## src/rtl/seg_pkg.sv

```systemverilog
// rtl/seg_pkg.sv - shared constants, hex segment table and select-width helper for seg_scan
package seg_pkg;

    // Segment bit positions inside the 8-bit seg bus
    localparam int SEG_DP_BIT = 7;
    localparam int SEG_G_BIT  = 6;
    localparam int SEG_A_BIT  = 0;

    // Active-high g..a patterns for hex digits 0..F
    localparam logic [6:0] HEX_SEG_TABLE [16] = '{
        7'h3F, 7'h06, 7'h5B, 7'h4F,
        7'h66, 7'h6D, 7'h7D, 7'h07,
        7'h7F, 7'h6F, 7'h77, 7'h7C,
        7'h39, 7'h5E, 7'h79, 7'h71
    };

    // Width of the binary digit select; never narrower than one bit
    function automatic int sel_w(input int digits);
        return (digits <= 1) ? 1 : $clog2(digits);
    endfunction

endpackage

```

## src/rtl/seg_hex_dec.sv

```systemverilog
// rtl/seg_hex_dec.sv - combinational hex nibble to active-high seven-segment decoder
module seg_hex_dec
    import seg_pkg::*;
(
    input  logic [3:0] nibble,
    output logic [6:0] segs
);

    // Straight table lookup; polarity is handled by the caller
    assign segs = HEX_SEG_TABLE[nibble];

endmodule

```

## src/rtl/seg_scan.sv

```systemverilog
// rtl/seg_scan.sv - multiplexed seven-segment scanner with frame-synchronous data update
module seg_scan
    import seg_pkg::*;
#(
    parameter int DIGITS         = 6,
    parameter int SCAN_DIV       = 50000,
    parameter int BLANK_CYC      = 500,
    parameter bit SEG_ACTIVE_LOW = 1'b1,
    localparam int SEL_W         = sel_w(DIGITS)
) (
    input  logic                  clk,
    input  logic                  rst,
    input  logic [4*DIGITS-1:0]   data_in,
    input  logic [DIGITS-1:0]     dp_in,
    input  logic [DIGITS-1:0]     en_in,
    input  logic                  lz_en,
    input  logic                  load,
    output logic [SEL_W-1:0]      sel,
    output logic [7:0]            seg,
    output logic                  frame_done
);

    localparam int               CNT_W    = $clog2(SCAN_DIV);
    localparam logic [CNT_W-1:0] CNT_LAST = CNT_W'(SCAN_DIV - 1);
    localparam logic [SEL_W-1:0] IDX_LAST = SEL_W'(DIGITS - 1);
    localparam logic [7:0]       ALL_OFF  = SEG_ACTIVE_LOW ? 8'hFF : 8'h00;

    logic [CNT_W-1:0]    cnt_q, cnt_d;
    logic [SEL_W-1:0]    idx_q, idx_d;
    logic [7:0]          seg_q, seg_d;
    logic                frame_done_q, frame_done_d;

    logic                pend_valid_q, pend_valid_d;
    logic [4*DIGITS-1:0] pend_data_q, pend_data_d;
    logic [DIGITS-1:0]   pend_dp_q, pend_dp_d;
    logic [DIGITS-1:0]   pend_en_q, pend_en_d;
    logic                pend_lz_q, pend_lz_d;

    logic [4*DIGITS-1:0] disp_data_q, disp_data_d;
    logic [DIGITS-1:0]   disp_dp_q, disp_dp_d;
    logic [DIGITS-1:0]   disp_en_q, disp_en_d;
    logic                disp_lz_q, disp_lz_d;

    logic                slot_wrap;
    logic                frame_wrap;
    logic [DIGITS-1:0]   supp;
    logic [3:0]          nib;
    logic                dig_dp;
    logic                dig_en;
    logic                dig_supp;
    logic [6:0]          hex_segs;
    logic [7:0]          seg_ah;

    // Slot timing, digit advance, pending capture and frame-boundary transfer
    always_comb begin
        slot_wrap  = (cnt_q == CNT_LAST);
        frame_wrap = slot_wrap && (idx_q == IDX_LAST);

        cnt_d = slot_wrap ? '0 : cnt_q + CNT_W'(1);
        idx_d = idx_q;
        if (slot_wrap) begin
            idx_d = (idx_q == IDX_LAST) ? '0 : idx_q + SEL_W'(1);
        end

        // Transfer consumes the old pending copy; a load in the same cycle refills it
        pend_valid_d = frame_wrap ? 1'b0 : pend_valid_q;
        pend_data_d  = pend_data_q;
        pend_dp_d    = pend_dp_q;
        pend_en_d    = pend_en_q;
        pend_lz_d    = pend_lz_q;
        if (load) begin
            pend_valid_d = 1'b1;
            pend_data_d  = data_in;
            pend_dp_d    = dp_in;
            pend_en_d    = en_in;
            pend_lz_d    = lz_en;
        end

        disp_data_d = disp_data_q;
        disp_dp_d   = disp_dp_q;
        disp_en_d   = disp_en_q;
        disp_lz_d   = disp_lz_q;
        if (frame_wrap && pend_valid_q) begin
            disp_data_d = pend_data_q;
            disp_dp_d   = pend_dp_q;
            disp_en_d   = pend_en_q;
            disp_lz_d   = pend_lz_q;
        end

        frame_done_d = frame_wrap;
    end

    // Leading-zero mask: a digit is suppressed when it and all higher digits are zero
    always_comb begin
        logic zero_run;
        zero_run = 1'b1;
        supp     = '0;
        for (int k = DIGITS - 1; k >= 0; k--) begin
            zero_run = zero_run && (disp_data_d[4*k +: 4] == 4'h0);
            supp[k]  = disp_lz_d && zero_run && (k != 0);
        end
    end

    // Select the next-cycle digit's fields so seg lines up with the registered sel
    always_comb begin
        nib      = 4'h0;
        dig_dp   = 1'b0;
        dig_en   = 1'b0;
        dig_supp = 1'b0;
        for (int k = 0; k < DIGITS; k++) begin
            if (int'(idx_d) == k) begin
                nib      = disp_data_d[4*k +: 4];
                dig_dp   = disp_dp_d[k];
                dig_en   = disp_en_d[k];
                dig_supp = supp[k];
            end
        end
    end

    seg_hex_dec u_hex_dec (
        .nibble (nib),
        .segs   (hex_segs)
    );

    // Compose active-high pattern, apply anti-ghost blanking, then output polarity
    always_comb begin
        seg_ah = '0;
        if (dig_en) begin
            seg_ah[SEG_G_BIT:SEG_A_BIT] = dig_supp ? 7'h00 : hex_segs;
            seg_ah[SEG_DP_BIT]          = dig_dp;
        end
        if (int'(cnt_d) < BLANK_CYC) begin
            seg_ah = '0;
        end
        seg_d = SEG_ACTIVE_LOW ? ~seg_ah : seg_ah;
    end

    // State and output registers, cleared immediately on reset
    always_ff @(posedge clk or posedge rst) begin
        if (rst) begin
            cnt_q        <= '0;
            idx_q        <= '0;
            seg_q        <= ALL_OFF;
            frame_done_q <= 1'b0;
            pend_valid_q <= 1'b0;
            pend_data_q  <= '0;
            pend_dp_q    <= '0;
            pend_en_q    <= '0;
            pend_lz_q    <= 1'b0;
            disp_data_q  <= '0;
            disp_dp_q    <= '0;
            disp_en_q    <= '0;
            disp_lz_q    <= 1'b0;
        end else begin
            cnt_q        <= cnt_d;
            idx_q        <= idx_d;
            seg_q        <= seg_d;
            frame_done_q <= frame_done_d;
            pend_valid_q <= pend_valid_d;
            pend_data_q  <= pend_data_d;
            pend_dp_q    <= pend_dp_d;
            pend_en_q    <= pend_en_d;
            pend_lz_q    <= pend_lz_d;
            disp_data_q  <= disp_data_d;
            disp_dp_q    <= disp_dp_d;
            disp_en_q    <= disp_en_d;
            disp_lz_q    <= disp_lz_d;
        end
    end

    assign sel        = idx_q;
    assign seg        = seg_q;
    assign frame_done = frame_done_q;

endmodule

```

## config.mk

```make
export PLATFORM = sky130hd
export DESIGN_NAME = seg_scan
export DESIGN_NICKNAME = d
export VERILOG_FILES = /design/src/rtl/seg_pkg.sv /design/src/rtl/seg_hex_dec.sv /design/src/rtl/seg_scan.sv
export SDC_FILE = /design/constraint.sdc
export NUM_CORES = 1
export LEC_CHECK = 0
export CAP_MARGIN = 40
export CORE_ASPECT_RATIO = 0.75
export CORE_MARGIN = 8
export CORE_UTILIZATION = 30
export DETAILED_ROUTE_END_ITERATION = 8
export GPL_TIMING_DRIVEN = 0
export SLEW_MARGIN = 20
export SYNTH_ARGS = -nofsm -noshare
export SYNTH_HDL_FRONTEND = slang
export SYNTH_HIERARCHICAL = 1
export SYNTH_SLANG_ARGS = --single-unit
```

## constraint.sdc

```tcl
create_clock -name clk -period 4.6 [get_ports clk]
set_input_delay 0.69 -clock clk [delete_from_list [all_inputs] [get_ports clk]]
set_output_delay 0.69 -clock clk [all_outputs]
set_load 0.01 [all_outputs]
```

==> results.md <==
* Layout area overhead at 21.5%
* Syn_nets at 551
* Dpl cell area at 5950 um^2
* Clock power frac at 41.3%
* Critical path data required time at 4.88 ns
* H-tree levels at 3
* Distinct cells, synth at 65
* P_int at 1.39 mW
* Fillers at 1,669
* GR Overflow Total at 0
* Global-route met1 utilization at 16.9%
* Final Instance Count excl. Fillers at 785
* Layout cells sized above 1 at 18.8%
* Synth Register Bits at 103
* CTS tree: done
* Avg Cell Area, Syn at 10.2 um^2
* Final Slew Violations at 0
* Peak Freq at 234 MHz
* Vias in the first global route at 4,080
* Async SR Flop Fraction at 100%
* Max_slew headroom at 47.6%
* VDD IR-drop max at 164 uV
* Leak at 2.68 nW
* Final instance area at 6260 um^2
* Synthesized cell area at 5150 um^2
* Pwr dens at 288 nW/um^2
* Full die area at 21,700 um^2
* DRT Pass-1 Iters at 4
* # IOs at 52
* CORE AREA at 16,800 um^2
* First-pass GRT wire length at 21,300 um
* Clock buffer count from CTS at 9
* Cells after DPL at 769
* Mapped Cells at 503
* Routability cong. at 0.846
* Grt peak-use layer: met2
* Vias/cell at 5.03
* Die Span Y at 129 um
* Skew-Pair Late Insertion Delay at 0.35 ns
* Setup TNS at 0 ns
* Post-Route Utilization at 37.2%
* Vias at 3,947
* RSZ-0062 raised after global routing: no
* DR iter-0 viols at 224
* Starting Density at 30.6%
* Hold Fails Final Rpt at 0
* Status: completed
* Hpwl dp at 9760 um
* ANT nets after route at 0
* Final Setup Violations at 0
* Initial antenna violation count at 0
* Final Skew at 0.00742 ns
* WL/cell at 16.3 um
* Combinational share of power at 5.5%
* Root Buffer: clkbuf_16
* Worst slew pin tran at 0.783 ns
* Power Total at 1.81 mW
* Core Rows at 41
* Sequential power share at 53.2%
* Diodes inserted at 0
* Total of max-cap violations at 0
* YS warnings at 6
* Met3 usage at 3.31%
* Worst Path Arrival at 4.55 ns
* Final WL at 12,800 um
* Net switching power figure at 0.415 mW
* Met2 Use GR at 18.6%
* Nets at 613
* Clock Pin Slew Worst Setup and Hold Paths at 0.07 ns
* CP Max Fanout at 10
* Drt drc at 0
* Seq/Total Area, Yosys at 50.2%
* CTS Sinks at 103
* Min-Delay Path Class: register to register
* Endpoint class of the critical path: register
* WS Path Type: register to register
* Setup Buffers After CTS at 0
* Port Buffers at 50
* Min cycle time layout at 4.27 ns
* Ys flop type: dfrtp_1
* Max Buffers Root-to-Sink at 2
* Post-synth EDFFs at 0
* Net Sw Frac at 23.0%
* Total GRT Usage at 12.2%
* Period utilization at 92.8%
* Chip width at 167 um
* Largest net degree at the start of global routing at 54
* Critical path launch point type: register
## cell families (layout without fill, tap and decap cells)
| group | after synthesis | after routing | share of synthesized area (%) |
|---|---|---|---|
| AO/OA/AOI/OAI | 73 | 73 | 10.2 |
| XOR/XNOR | 14 | 14 | 2.38 |
| adder cells (fa/ha/maj) | 8 | 8 | 1.94 |
| buffers and inverters | 35 | 102 | 3.16 |
| flip-flops | 103 | 103 | 50.2 |
| multiplexers | 50 | 50 | 11.1 |
| AND/OR/NAND/NOR | 220 | 220 | 21.0 |
## worst max-delay path, stage by stage, from the launching register on
cell and delay, ns:
dfrtp_1 0.41, ha_1 0.16, buf_2 0.18, nand3_1 0.26, or4_4 0.62, buf_6 0.16, nor2_2 0.30, buf_2 0.28
nand2_1 0.08, nand2_1 0.08, o22ai_1 0.13, a31oi_1 0.42, inv_1 0.22, ha_1 0.34, mux4_2 0.46, nand3_1 0.09
## registers in the layout, summed over array words and instances, names as in the netlist, 3 cells and up
register     cells
sel              3
pend_dp_q        6
seg              8
cnt_q           16
pend_en_q        6
disp_data_q     24
disp_en_q        6
pend_data_q     24
disp_dp_q        6
## synth_stat cells, drive strengths merged (8+ instances only)
master | count | area share [%]
clkbuf | 11 | 0.80
dfrtp | 95 | 46
inv | 11 | 0.85
a21oi | 8 | 0.78
ha | 8 | 1.9
nand2 | 105 | 7.6
nor2 | 23 | 1.7
xnor2 | 8 | 1.4
buf | 13 | 1.5
nand3 | 20 | 1.9
o21ai | 18 | 1.7
mux2 | 47 | 10
dfstp | 8 | 4.1
nor4 | 14 | 2.0
## layout make-up
class                   instances  area [um^2]  share of cell area (%)
inverters                      11         48.8                   0.780
clock buffers                  10          239                    3.82
well taps                     215          269                    4.30
flip-flops and latches        103         2590                    41.3
plain buffers                  24          119                    1.90
repair buffers                 51          528                    8.43
clock inverters                 6         52.6                   0.839
multi-input cells             365         2420                    38.6
## per-layer routing
| metal | routed length, um | part of all wire [%] | vias to the layer above |
|---|---|---|---|
| li1 | - | - | 1911 |
| met5 | 0 | 0 | - |
| met1 | 6360 | 50 | 1934 |
| met4 | 121 | 0.95 | 0 |
| met3 | 686 | 5.4 | 13 |
| met2 | 5600 | 44 | 89 |
## repair_timing
item | in CTS | in global routing
resized for setup | 0 | 4
endpoints found under the setup margin | 0 | 5
hold endpoints to repair | 0 | 0
hold buffers | 0 | 0
## power groups by stage
stage          clock network [mW]  logic, mW  registers, mW
6_report                    0.746     0.0998          0.960
5_1_grt                     0.811      0.110          0.964
4_1_cts                     0.769      0.102          0.961
3_5_place_dp                    0      0.102          0.978
3_3_place_gp                    0     0.0946          0.977
2_1_floorplan                   0     0.0542          0.969
## through the flow
step | hold slack [ns] | setup slack (ns)
6_report | 0.473 | 0.329
5_1_grt | 0.515 | 0.0196
4_1_cts | 0.479 | 0.184
3_5_place_dp | 0.461 | 0.203
3_3_place_gp | 0.454 | -0.229
2_1_floorplan | 0.431 | 1.07
## path summary, 6_finish.rpt
path,startpoint,end,slack (ns),cells after the start
worst min-delay path,disp_dp_q[3],disp_dp_q[3],0.47,2
min in group asynchronous,rst,pend_en_q[1],0.75,2
worst min register to register,disp_dp_q[3],disp_dp_q[3],0.47,2
max in group asynchronous,rst,disp_data_q[12],3.20,3
worst max register to register,cnt_q[0],seg[3],0.33,15
worst max-delay path,cnt_q[0],seg[3],0.33,15
## cells in the final DEF, fill, tap and decap left out, drive strengths merged, types with 3 or more instances in the layout
cell           netlist  final
a31oi                6      6
xnor2                8      8
dfstp                8      8
nor2b                7      7
inv                 11     14
nand4                6      6
or4                  4      4
and2                 3      3
a21oi                8      8
o31ai                3      3
o21ai               18     18
a221oi               5      5
nor4                14     14
o22ai                4      4
o211ai               7      7
dfrtp               95     95
nor2                23     23
clkbuf              11     21
nor3                 7      7
a22oi                3      3
xor2                 6      6
buf                 13     14
a21o                 3      3
nand3               20     20
or2                  7      7
ha                   8      8
nand2              105    105
and4                 3      3
clkdlybuf4s50        0     50
mux2                47     47
nand2b               7      7
or3                  4      4
and3                 5      5
Note: power is estimated with default switching activity, not from simulation.
